**config.mk**
```make
export PLATFORM = sky130hd
export DESIGN_NAME = address_bus_ws_m
export DESIGN_NICKNAME = d
export VERILOG_FILES = /design/src/rtl/address_bus_ws_m.sv
export SDC_FILE = /design/constraint.sdc
export NUM_CORES = 1
export LEC_CHECK = 0
export ABC_AREA = 1
export CAP_MARGIN = 20
export CORE_AREA = 8 8 45 47
export CTS_BUF_LIST = sky130_fd_sc_hd__clkbuf_4 sky130_fd_sc_hd__clkbuf_8
export DETAILED_ROUTE_END_ITERATION = 10
export DIE_AREA = 0 0 53 55
export DONT_BUFFER_PORTS = 1
export GPL_TIMING_DRIVEN = 0
export PLACE_DENSITY_LB_ADDON = 0.15
export SLEW_MARGIN = 30
export SYNTH_ARGS = -nofsm -noshare
export SYNTH_HDL_FRONTEND = slang
export SYNTH_SLANG_ARGS = --single-unit
export TNS_END_PERCENT = 100
```
**constraint.sdc**
```tcl
create_clock -name clk -period 2.15 [get_ports clk]
set_input_delay 0.215 -clock clk [delete_from_list [all_inputs] [get_ports clk]]
set_output_delay 0.215 -clock clk [all_outputs]
set_load 0.01 [all_outputs]
```
**src/rtl/address_bus_ws_m.sv**
```systemverilog
// rtl/address_bus_ws_m.sv - parametrised 6502 address decoder with per-region wait-state stretching
// Optional sticky unmapped-access capture is enabled by defining ADDRESS_BUS_WS_BUS_ERROR_EN.
module address_bus_ws_m #(
    parameter logic [15:0] RAM_END      = 16'h36ff,
    parameter logic [15:0] VRAM_END     = 16'h3fff,
    parameter logic [15:0] FIRMWARE_END = 16'h6fff,
    parameter logic [15:0] IO_BASE      = 16'h7000,
    parameter int          IO_COUNT     = 4,
    parameter logic [15:0] ROM_BASE     = 16'h8000,
    parameter logic [15:0] VECTORS_BASE = 16'hfffa,
    parameter int          WS_RAM       = 0,
    parameter int          WS_VRAM      = 1,
    parameter int          WS_FIRMWARE  = 0,
    parameter int          WS_ROM       = 2,
    parameter int          WS_IO        = 0
) (
    input  logic                clk,
    input  logic                rst,
    input  logic [15:0]         cpu_address,
    input  logic                cpu_valid,
    output logic                cpu_rdy,
    output logic                SELECT_ram,
    output logic                SELECT_vram,
    output logic                SELECT_firmware,
    output logic                SELECT_rom,
    output logic                SELECT_vectors,
    output logic [IO_COUNT-1:0] SELECT_io,
    output logic                SELECT_unmapped
`ifdef ADDRESS_BUS_WS_BUS_ERROR_EN
    ,
    input  logic                bus_error_clr,
    output logic                bus_error_irq,
    output logic [15:0]         bus_error_address
`endif
);

    localparam logic [16:0] IO_LIMIT = 17'(IO_BASE) + 17'(IO_COUNT);

    localparam logic [2:0] WS_RAM_L      = 3'(WS_RAM);
    localparam logic [2:0] WS_VRAM_L     = 3'(WS_VRAM);
    localparam logic [2:0] WS_FIRMWARE_L = 3'(WS_FIRMWARE);
    localparam logic [2:0] WS_ROM_L      = 3'(WS_ROM);
    localparam logic [2:0] WS_IO_L       = 3'(WS_IO);

`ifdef SIM
    if (!((RAM_END < VRAM_END) && (VRAM_END < FIRMWARE_END) && (FIRMWARE_END < IO_BASE) &&
          (IO_LIMIT <= 17'(ROM_BASE)) && (ROM_BASE <= VECTORS_BASE) &&
          (IO_COUNT >= 1) && (IO_COUNT <= 16))) begin : g_bad_map
        $error("address_bus_ws_m: illegal memory map parameters");
    end
    if ((WS_RAM > 7) || (WS_VRAM > 7) || (WS_FIRMWARE > 7) || (WS_ROM > 7) || (WS_IO > 7) ||
        (WS_RAM < 0) || (WS_VRAM < 0) || (WS_FIRMWARE < 0) || (WS_ROM < 0) || (WS_IO < 0)) begin : g_bad_ws
        $error("address_bus_ws_m: wait-state parameter outside 0..7");
    end
`endif

    typedef enum logic {
        S_IDLE = 1'b0,
        S_WAIT = 1'b1
    } state_t;

    logic                w_is_ram;
    logic                w_is_vram;
    logic                w_is_fw;
    logic                w_is_io;
    logic                w_is_rom;
    logic                w_is_vec;
    logic                w_is_unm;
    logic [15:0]         w_io_off;
    logic [IO_COUNT-1:0] w_io_sel;
    logic [2:0]          w_ws;

    state_t              r_state;
    state_t              w_next_state;
    logic [2:0]          r_count;
    logic [2:0]          w_next_count;

    // Region decode; any hole between firmware and I/O also falls into unmapped.
    assign w_is_ram  = (cpu_address <= RAM_END);
    assign w_is_vram = (cpu_address > RAM_END) && (cpu_address <= VRAM_END);
    assign w_is_fw   = (cpu_address > VRAM_END) && (cpu_address <= FIRMWARE_END);
    assign w_is_io   = (cpu_address >= IO_BASE) && ({1'b0, cpu_address} < IO_LIMIT);
    assign w_is_rom  = (cpu_address >= ROM_BASE);
    assign w_is_vec  = (cpu_address >= VECTORS_BASE);
    assign w_is_unm  = !(w_is_ram || w_is_vram || w_is_fw || w_is_io || w_is_rom);
    assign w_io_off  = cpu_address - IO_BASE;

    always_comb begin
        w_io_sel = '0;
        for (int i = 0; i < IO_COUNT; i++) begin
            w_io_sel[i] = w_is_io && (w_io_off == 16'(i));
        end
    end

    always_comb begin
        w_ws = 3'd0;
        if (w_is_ram) begin
            w_ws = WS_RAM_L;
        end else if (w_is_vram) begin
            w_ws = WS_VRAM_L;
        end else if (w_is_fw) begin
            w_ws = WS_FIRMWARE_L;
        end else if (w_is_io) begin
            w_ws = WS_IO_L;
        end else if (w_is_rom) begin
            w_ws = WS_ROM_L;
        end
    end

    assign SELECT_ram      = w_is_ram;
    assign SELECT_vram     = w_is_vram;
    assign SELECT_firmware = w_is_fw;
    assign SELECT_rom      = w_is_rom;
    assign SELECT_vectors  = w_is_rom && w_is_vec;
    assign SELECT_io       = w_io_sel;
    assign SELECT_unmapped = w_is_unm;

    always_ff @(posedge clk) begin
        if (rst) begin
            r_state <= S_IDLE;
            r_count <= 3'd0;
        end else begin
            r_state <= w_next_state;
            r_count <= w_next_count;
        end
    end

    // The address cycle itself is the first stall cycle, so WAIT is entered with ws-1 remaining.
    always_comb begin
        w_next_state = r_state;
        w_next_count = r_count;
        case (r_state)
            S_IDLE: begin
                if (cpu_valid && (w_ws != 3'd0)) begin
                    w_next_state = S_WAIT;
                    w_next_count = w_ws - 3'd1;
                end
            end
            S_WAIT: begin
                if (r_count != 3'd0) begin
                    w_next_count = r_count - 3'd1;
                end else begin
                    w_next_state = S_IDLE;
                end
            end
            default: begin
                w_next_state = S_IDLE;
                w_next_count = 3'd0;
            end
        endcase
    end

    always_comb begin
        cpu_rdy = 1'b1;
        if (!rst) begin
            case (r_state)
                S_IDLE:  cpu_rdy = !cpu_valid || (w_ws == 3'd0);
                S_WAIT:  cpu_rdy = (r_count == 3'd0);
                default: cpu_rdy = 1'b1;
            endcase
        end
    end

`ifdef ADDRESS_BUS_WS_BUS_ERROR_EN
    logic        w_bus_err;
    logic        r_irq;
    logic [15:0] r_err_addr;

    assign w_bus_err = cpu_valid && w_is_unm && cpu_rdy;

    // First error address is kept until cleared; a clear coinciding with a new error re-arms capture.
    always_ff @(posedge clk) begin
        if (rst) begin
            r_irq      <= 1'b0;
            r_err_addr <= 16'h0000;
        end else if (w_bus_err) begin
            r_irq <= 1'b1;
            if (!r_irq || bus_error_clr) begin
                r_err_addr <= cpu_address;
            end
        end else if (bus_error_clr) begin
            r_irq <= 1'b0;
        end
    end

    assign bus_error_irq     = r_irq;
    assign bus_error_address = r_err_addr;
`endif

endmodule

```
==> metrics.txt, run 1 <==
share of cells above drive strength 1=0.189; Avg Cell Area, Syn=5.94 sq um; DIE AREA=0.00292 sq mm; clock root buffer=clkbuf_4; maximum VDD drop=294 uV; max_slew headroom=0.628; CTS tree=yes; unrepaired setup endpoints after global routing=false; clock-pin slew on the worst setup and hold paths=0.04 ns; final setup fails=0; max-capacitance violation count=0; Fillers=164; Worst Setup Start Kind=register; Arr. time, crit path=1.24 ns; GRT Total Usage=0.0732; Req. time, crit path=1.93 ns; Hold Vio Cnt, Final=0; Fmax=0.690 GHz; CP cell instances=o31ai_2, a21oi_1, inv_1; Unique masters post-synth=21; GR Overflow Total=0; flops & latches, synth=4; H-tree levels=1; gp weighted congestion=0.709; CTS buffer count=3; Clock Latency Late Sink=0.23 ns; via count=414; # hold bufs at CTS=0; nets@finish=96; Die X=53 um; setup tns final=0 ns; Setup crit end kind=output pin; WS Path Type=register to output pin; antenna cell count=0; placed inst area=442 sq um; first-pass GRT wire length=1.62 mm; Synth Cell Area=422 sq um; number of setup buffers added after CTS=0; HPWL Detailed=926 um; core area=0.00138 sq mm; CTS sink count=4; Pleak=0.236 nW; status=complete, no violations; Worst-Margin Slew=0.553 ns; crit path max-delay cell type=o31ai_2; buffers added on ports=0; min Tclk post-route=1.45 ns; router iterations before antenna repair=4; CP peak stage delay=0.40 ns; Pins Over Slew Limit=0; Critical Path Fanout Max=5; via/cell ratio=4.60; WL per Instance=11.6 um; clock skew=0.00404 ns; Clock Tree Buf Depth=2; antenna viol nets, final=0; Initial Utilization=0.305; Min Hold Slack=0.0471 ns; Synth Net Count=91; final instance area=464 sq um; Area Overhead vs Synth=10.1%; num ports=30; Placement Rows=14; die height=55 um; # resized after CTS=0; flop2flop setup slack=0.93 ns; DR DRC count=0; DRT iter0 DRCs=3; largest net degree at the start of global routing=6; Hold WC Path Type=input port to register; Synth Instances=71; initial antenna violation count=0; Power Dens Cells=501 mW/mm^2; vias in the first global route=387; synth warn=0; period utilization=0.674; final wirelength=1.04 mm; register area share after synthesis=0.190
placed cells by master (no fill, tap or decap), types with 2 or more instances in the layout:
cell type  instances
inv_1             14
nand2_1           11
nand3_1            7
a21oi_1            6
nor2_1             6
nand2_2            4
nor3_1             4
dfxtp_1            4
clkbuf_4           3
inv_2              2
nor4_1             2
path summary, 6_finish.rpt:
| path | start | endpoint | cells past startpoint |
|---|---|---|---|
| max reg2reg | r_state$_SDFF_PP0_ | r_count[2]$_SDFFE_PP0P_ | 7 |
| min | rst | r_count[2]$_SDFFE_PP0P_ | 1 |
| max | r_count[0]$_SDFFE_PP0P_ | cpu_rdy | 3 |
| min reg2reg | r_count[1]$_SDFFE_PP0P_ | r_count[1]$_SDFFE_PP0P_ | 2 |
cell usage after synthesis:
library cell  instances  area [sq um]
a21oi_1               6          30.0
clkbuf_1              1          3.75
dfxtp_1               4          80.1
ha_1                  1          12.5
inv_1                14          52.6
inv_2                 2          7.51
inv_4                 1          6.26
nand2_1              11          41.3
nand2_2               4          25.0
nand2_4               1          11.3
nand3_1               7          35.0
nand3_4               1          17.5
nand4_1               1          6.26
nor2_1                6          22.5
nor2_2                1          6.26
nor3_1                4          20.0
nor4_1                2          12.5
o21ai_0               1          5.00
o21ai_1               1          5.00
o31ai_2               1          12.5
xnor2_1               1          8.76
through the flow:
step / util / power [mW] / setup slack, ns / instances
6_report: 0.335 / 0.232 / 0.700 / 90
5_1_grt: 0.335 / 0.254 / 0.571 / 90
4_1_cts: 0.335 / 0.239 / 0.673 / 90
3_5_place_dp: 0.319 / 0.143 / 0.909 / 87
3_3_place_gp: 0.319 / 0.143 / 0.906 / 87
2_1_floorplan: - / 0.135 / 1.00 / 71
cell type report:
class                      instances  area [sq um]  area share
tap                               16          20.0      0.0431
inverter                          17          66.3       0.143
multi-input combinational         49           272       0.585
buffer                             1          3.75     0.00809
sequential                         4          80.1       0.173
clock buffer                       3          22.5      0.0485
power by group:
group	total, mW	internal [mW]	leakage [nW]	switching [mW]
clock	0.0917	0.0624	0.0138	0.0293
combinational	0.0537	0.0209	0.189	0.0328
sequential	0.0872	0.0810	0.0328	0.00620
per-layer routing:
layer / routed length [um] / share of wire / global-route usage
met1: 418 / 0.40 / 0.0744
met2: 503 / 0.48 / 0.117
met3: 122 / 0.12 / 0.0428
met4: 0 / 0 / 0.0388
met5: 0 / 0 / 0
sequential cells by signal, summed over array words and instances, names as in the netlist:
name	count
r_state	1
r_count	3
worst max-delay path, delay by kind of cell, from the launching register on:
family | cells | cell delay [ns]
AO/OA/AOI/OAI | 2 | 0.56
buffers and inverters | 1 | 0.12
flip-flops | 1 | 0.32
cells by family after synthesis:
family | count (synthesis) | synth area share
AO/OA/AOI/OAI | 9 | 0.125
XOR/XNOR | 1 | 0.0208
adder cells (fa/ha/maj) | 1 | 0.0297
buffers and inverters | 18 | 0.166
flip-flops | 4 | 0.190
AND/OR/NAND/NOR | 38 | 0.469
(Power assumes the default switching activity.)
==> run 2, diff against run 1 <==
==> constraint.sdc (replaced) <==
create_clock -name clk -period 1.3 [get_ports clk]
set_input_delay 0.13 -clock clk [delete_from_list [all_inputs] [get_ports clk]]
set_output_delay 0.13 -clock clk [all_outputs]
set_load 0.01 [all_outputs]
==> metrics.txt, run 2 (synthesis gave the netlist of run 1 again) <==
gp weighted congestion=0.709 (unchanged); Initial Utilization=0.305 (unchanged); via count=433 (was 414); DR DRC count=0 (unchanged); Fillers=158 (was 164); CTS buffer count=3 (unchanged); Pleak=0.245 nW (was 0.236 nW); Hold Vio Cnt, Final=0 (unchanged); Pins Over Slew Limit=0 (unchanged); antenna viol nets, final=0 (unchanged); clock root buffer=clkbuf_4 (unchanged); CTS sink count=4 (unchanged); die height=55 um (unchanged); CTS tree=yes (unchanged); min Tclk post-route=1.20 ns; hold wc startpoint=cpu_valid (was rst); clock skew=0.00581 ns (was 0.00404 ns); Worst-Margin Slew=0.553 ns (about the same); Arr. time, crit path=1.07 ns (was 1.24 ns); most common cell after layout, fill and taps aside=inv_1 (unchanged); max reg flops=3 (unchanged); Area Overhead vs Synth=17.2% (was 10.1%); Setup crit end kind=output pin (unchanged); maximum VDD drop=581 uV (was 294 uV); first-pass GRT wire length=1.73 mm (was 1.62 mm); Hold Path Depth=2 (was 1); final instance area=494 sq um (was 464 sq um); R2R cell count=7 (unchanged); commonest cells after routing, fill and taps aside=inv_1, nand2_1, nand3_1 (unchanged); HPWL Detailed=926 um (unchanged); antenna cell count=0 (unchanged); top flop regs=r_count x3, r_state x1 (unchanged); Fmax=0.831 GHz; Placement Rows=14 (unchanged); Worst Setup Start Kind=register (unchanged); Min Hold Slack=0.118 ns (was 0.0471 ns); largest net degree at the start of global routing=6 (unchanged); vias in the first global route=410 (was 387); H-tree levels=1 (unchanged); WS Path Type=register to output pin (unchanged); share of cells above drive strength 1=0.211 (was 0.189); max-capacitance violation count=0 (unchanged); WL per Instance=12.4 um (was 11.6 um); GRT Total Usage=0.0792 (was 0.0732); Hold Path Sink=r_state$_SDFF_PP0_ (was r_count[2]$_SDFFE_PP0P_); num ports=30 (unchanged); period utilization=0.926; Critical Path Fanout Max=3 (was 5); Power Dens Cells=806 mW/mm^2 (was 501 mW/mm^2); Critical R2R Capture=r_count[2]$_SDFFE_PP0P_ (unchanged); initial antenna violation count=0 (unchanged); Req. time, crit path=1.17 ns (was 1.93 ns); via/cell ratio=4.71 (was 4.60); Clock Latency Late Sink=0.23 ns (about the same); Hold WC Path Type=input port to register (unchanged); router iterations before antenna repair=2 (was 4); Clock Tree Buf Depth=2 (unchanged); final wirelength=1.14 mm (was 1.04 mm); nets@finish=98 (was 96); DIE AREA=0.00292 sq mm (unchanged); Die X=53 um (unchanged); reg-to-reg startpoint=r_state$_SDFF_PP0_ (unchanged); max_slew headroom=0.628 (unchanged); buffers added on ports=0 (unchanged); clock-pin slew on the worst setup and hold paths=0.04 ns (about the same); final setup fails=0 (unchanged); status=complete, no violations (unchanged); core area=0.00138 sq mm (unchanged); GR Overflow Total=0 (unchanged); DRT iter0 DRCs=2 (was 3); flop2flop setup slack=0.14 ns (was 0.93 ns); placed inst area=442 sq um (unchanged); Largest Register=r_count (unchanged)
==> run 2: cell types whose count changed in the layout (fill, tap and decap cells not counted), sizes merged <==
cell	before	now
dlygate4sd3	0	1
buf	0	1
==> run 2: per-stage QoR <==
step / setup WS [ns] / setup TNS [ns] / util / power, mW / std cells
final: 0.0965 / 0 / 0.357 / 0.398 / 92
after global routing: -0.0228 / -0.0239 / 0.357 / 0.437 / 92
after CTS: 0.0236 / 0 / 0.354 / 0.406 / 92
after detailed placement: 0.0842 / 0 / 0.319 / 0.236 / 87
after global placement: 0.0757 / 0 / 0.319 / 0.237 / 87
after floorplan: 0.166 / 0 / - / 0.223 / 71
==> run 2: how the worst max path moves through the flow <==
stage,from,endpoint,slack [ns],cells after the start
final,r_count[1]$_SDFFE_PP0P_,cpu_rdy,0.1,3
after global routing,r_state$_SDFF_PP0_,cpu_rdy,-0.02,4
after CTS,r_state$_SDFF_PP0_,r_count[2]$_SDFFE_PP0P_,0.02,7
after detailed placement,r_state$_SDFF_PP0_,r_count[2]$_SDFFE_PP0P_,0.08,7
after global placement,r_state$_SDFF_PP0_,r_count[2]$_SDFFE_PP0P_,0.08,7
after floorplan,r_state$_SDFF_PP0_,r_count[2]$_SDFFE_PP0P_,0.17,7
==> run 2: layer usage <==
layer,vias to the layer above,wire length (um),global-route usage
met4,0,0,0.0517
met3,0,108,0.0374
met1,183,451,0.0789
met5,-,0,0
met2,12,579,0.131
li1,238,-,-
==> run 2: report_power, final <==
part / switching (mW) / internal (mW)
sequential: 0.0149 / 0.133
clock: 0.0504 / 0.103
combinational: 0.0571 / 0.0392
total: 0.122 / 0.276
==> run 2: layout make-up <==
| cell class | instances | area, sq um | share of cell area |
|---|---|---|---|
| clock buffers | 3 | 22.5 | 0.0456 |
| well taps | 16 | 20.0 | 0.0405 |
| flip-flops and latches | 4 | 83.8 | 0.170 |
| multi-input cells | 49 | 280 | 0.567 |
| plain buffers | 1 | 3.75 | 0.00759 |
| repair buffers | 2 | 17.5 | 0.0354 |
| inverters | 17 | 66.3 | 0.134 |
==> run 2: worst max-delay path, stage by stage, from the launching register on <==
cell and delay (ns):
dfxtp_1 0.34, o31ai_4 0.27, a21oi_1 0.13, inv_1 0.11
==> run 2: timing repair <==
action                     in CTS  in global routing
hold endpoints to repair        4                  0
resized for setup               1                  2
buffers inserted                1                  0
pin swaps                       1                  1
hold buffers                    1                  0
setup endpoints to repair       1                  2
==> run 3, diff against run 2 <==
--- a/config.mk
+++ b/config.mk
@@ -14,6 +14,7 @@
 export DONT_BUFFER_PORTS = 1
 export GPL_TIMING_DRIVEN = 0
 export PLACE_DENSITY_LB_ADDON = 0.15
+export REMOVE_ABC_BUFFERS = 1
 export SLEW_MARGIN = 30
 export SYNTH_ARGS = -nofsm -noshare
 export SYNTH_HDL_FRONTEND = slang
==> metrics.txt, run 3 (synthesis gave the netlist of run 1 again) <==
Worst Setup Start Kind=register (unchanged); Worst-Margin Slew=0.557 ns (was 0.553 ns); nets@finish=98 (unchanged); largest net degree at the start of global routing=6 (unchanged); via/cell ratio=4.66 (was 4.71); clock-pin slew on the worst setup and hold paths=0.04 ns (about the same); GR Overflow Total=0 (unchanged); Clock Tree Buf Depth=2 (unchanged); WS Path Type=register to output pin (unchanged); final setup fails=0 (unchanged); Min Hold Slack=0.112 ns (was 0.118 ns); buffers added on ports=0 (unchanged); vias in the first global route=444 (was 410); WL per Instance=12.0 um (was 12.4 um); clock root buffer=clkbuf_4 (unchanged); status=complete, no violations (unchanged); Clock Latency Late Sink=0.23 ns (about the same); first-pass GRT wire length=1.77 mm (was 1.73 mm); pre-CTS setup slack=0.0564 ns (was 0.0842 ns); initial antenna violation count=0 (unchanged); gp weighted congestion=0.718 (was 0.709); GRT Total Usage=0.0803 (was 0.0792); setup tns final=0 ns (unchanged); Die X=53 um (unchanged); Pins Over Slew Limit=0 (unchanged); max_slew headroom=0.625 (was 0.628); CTS buffer count=3 (unchanged); CTS sink count=4 (unchanged); Hold Vio Cnt, Final=0 (unchanged); Area Overhead vs Synth=18.1% (was 17.2%); router iterations before antenna repair=4 (was 2); antenna viol nets, final=0 (unchanged); maximum VDD drop=424 uV (was 581 uV); commonest cells after routing, fill and taps aside=inv_1, nand2_1, nand3_1 (unchanged); Power Dens Cells=786 mW/mm^2 (was 806 mW/mm^2); unrepaired setup endpoints after global routing=true; core area=0.00138 sq mm (unchanged); Req. time, crit path=1.17 ns (about the same); H-tree levels=1 (unchanged); Hold WC Path Type=input port to register (unchanged); num ports=30 (unchanged); via count=429 (was 433); most common cell after layout, fill and taps aside=inv_1 (unchanged); clock skew=0.00302 ns (was 0.00581 ns); die height=55 um (unchanged); final worst slack=0.0615 ns (was 0.0965 ns); max reg flops=3 (unchanged); Fmax=0.807 GHz (was 0.831 GHz); min Tclk post-route=1.24 ns (was 1.20 ns); CTS tree=yes (unchanged); top flop regs=r_count x3, r_state x1 (unchanged); DIE AREA=0.00292 sq mm (unchanged); R2R cell count=7 (unchanged); antenna cell count=0 (unchanged); Hold Path Depth=2 (unchanged); period utilization=0.953 (was 0.926); Critical Path Fanout Max=4 (was 3); DRT iter0 DRCs=3 (was 2); Pleak=0.248 nW (was 0.245 nW); Largest Register=r_count (unchanged); final core occ=0.360 (was 0.357); max-capacitance violation count=0 (unchanged); Placement Rows=14 (unchanged); DR DRC count=0 (unchanged); Setup crit end kind=output pin (unchanged); share of cells above drive strength 1=0.224 (was 0.211); Arr. time, crit path=1.11 ns (was 1.07 ns); HPWL Detailed=933 um (was 926 um); final wirelength=1.10 mm (was 1.14 mm); Initial Utilization=0.305 (unchanged)
run 3: changes by cell type in the layout (fill, tap and decap cells not counted), sizes merged:
| cell | before | now |
|---|---|---|
| buf | 1 | 2 |
| clkbuf | 4 | 3 |
run 3: report_power, final:
part,internal (mW),switching [mW],total (mW)
Sequential,0.133,0.0147,0.148
Clock,0.103,0.0440,0.147
Combinational,0.0403,0.0562,0.0964
Total,0.277,0.115,0.391
run 3: repair_timing:
item                       4_1_cts  5_1_grt
setup buffers                    0        2
hold endpoints to repair         4        0
setup endpoints to repair        1        2
pin swaps                        0        2
resized for setup                1        2
hold buffers                     1        0
run 3: final timing paths:
path	to	slack, ns	from
setup / recovery	cpu_rdy	0.06	r_count[1]$_SDFFE_PP0P_
hold / removal	r_state$_SDFF_PP0_	0.11	cpu_valid
setup reg to reg	r_count[2]$_SDFFE_PP0P_	0.15	r_state$_SDFF_PP0_
hold reg to reg	r_count[1]$_SDFFE_PP0P_	0.54	r_count[1]$_SDFFE_PP0P_
run 3: layer usage:
metal,GRT usage,vias to the layer above,wire length (um)
li1,-,238,-
met3,0.0455,0,117
met2,0.127,16,498
met1,0.0851,175,485
met4,0.0388,0,0
met5,0,-,0
run 3: stage by stage:
stage / std cells / area (sq um) / total power [mW]
after detailed placement: 86 / 438 / 0.235
after global routing: 92 / 498 / 0.423
after floorplan: 70 / 418 / 0.221
after CTS: 90 / 479 / 0.399
after global placement: 86 / 438 / 0.234
final: 92 / 498 / 0.391
run 3: worst max-delay path, cell delays in order (launching register included):
cell and delay [ns]:
dfxtp_1 0.34, o31ai_4 0.31, a21oi_1 0.13, inv_1 0.11
run 3: cell type report:
cell class	count	area, sq um
clock buffers	3	22.5
multi-input cells	49	280
inverters	17	66.3
repair buffers	3	25.0
well taps	16	20.0
fillers	154	886
flip-flops and latches	4	83.8
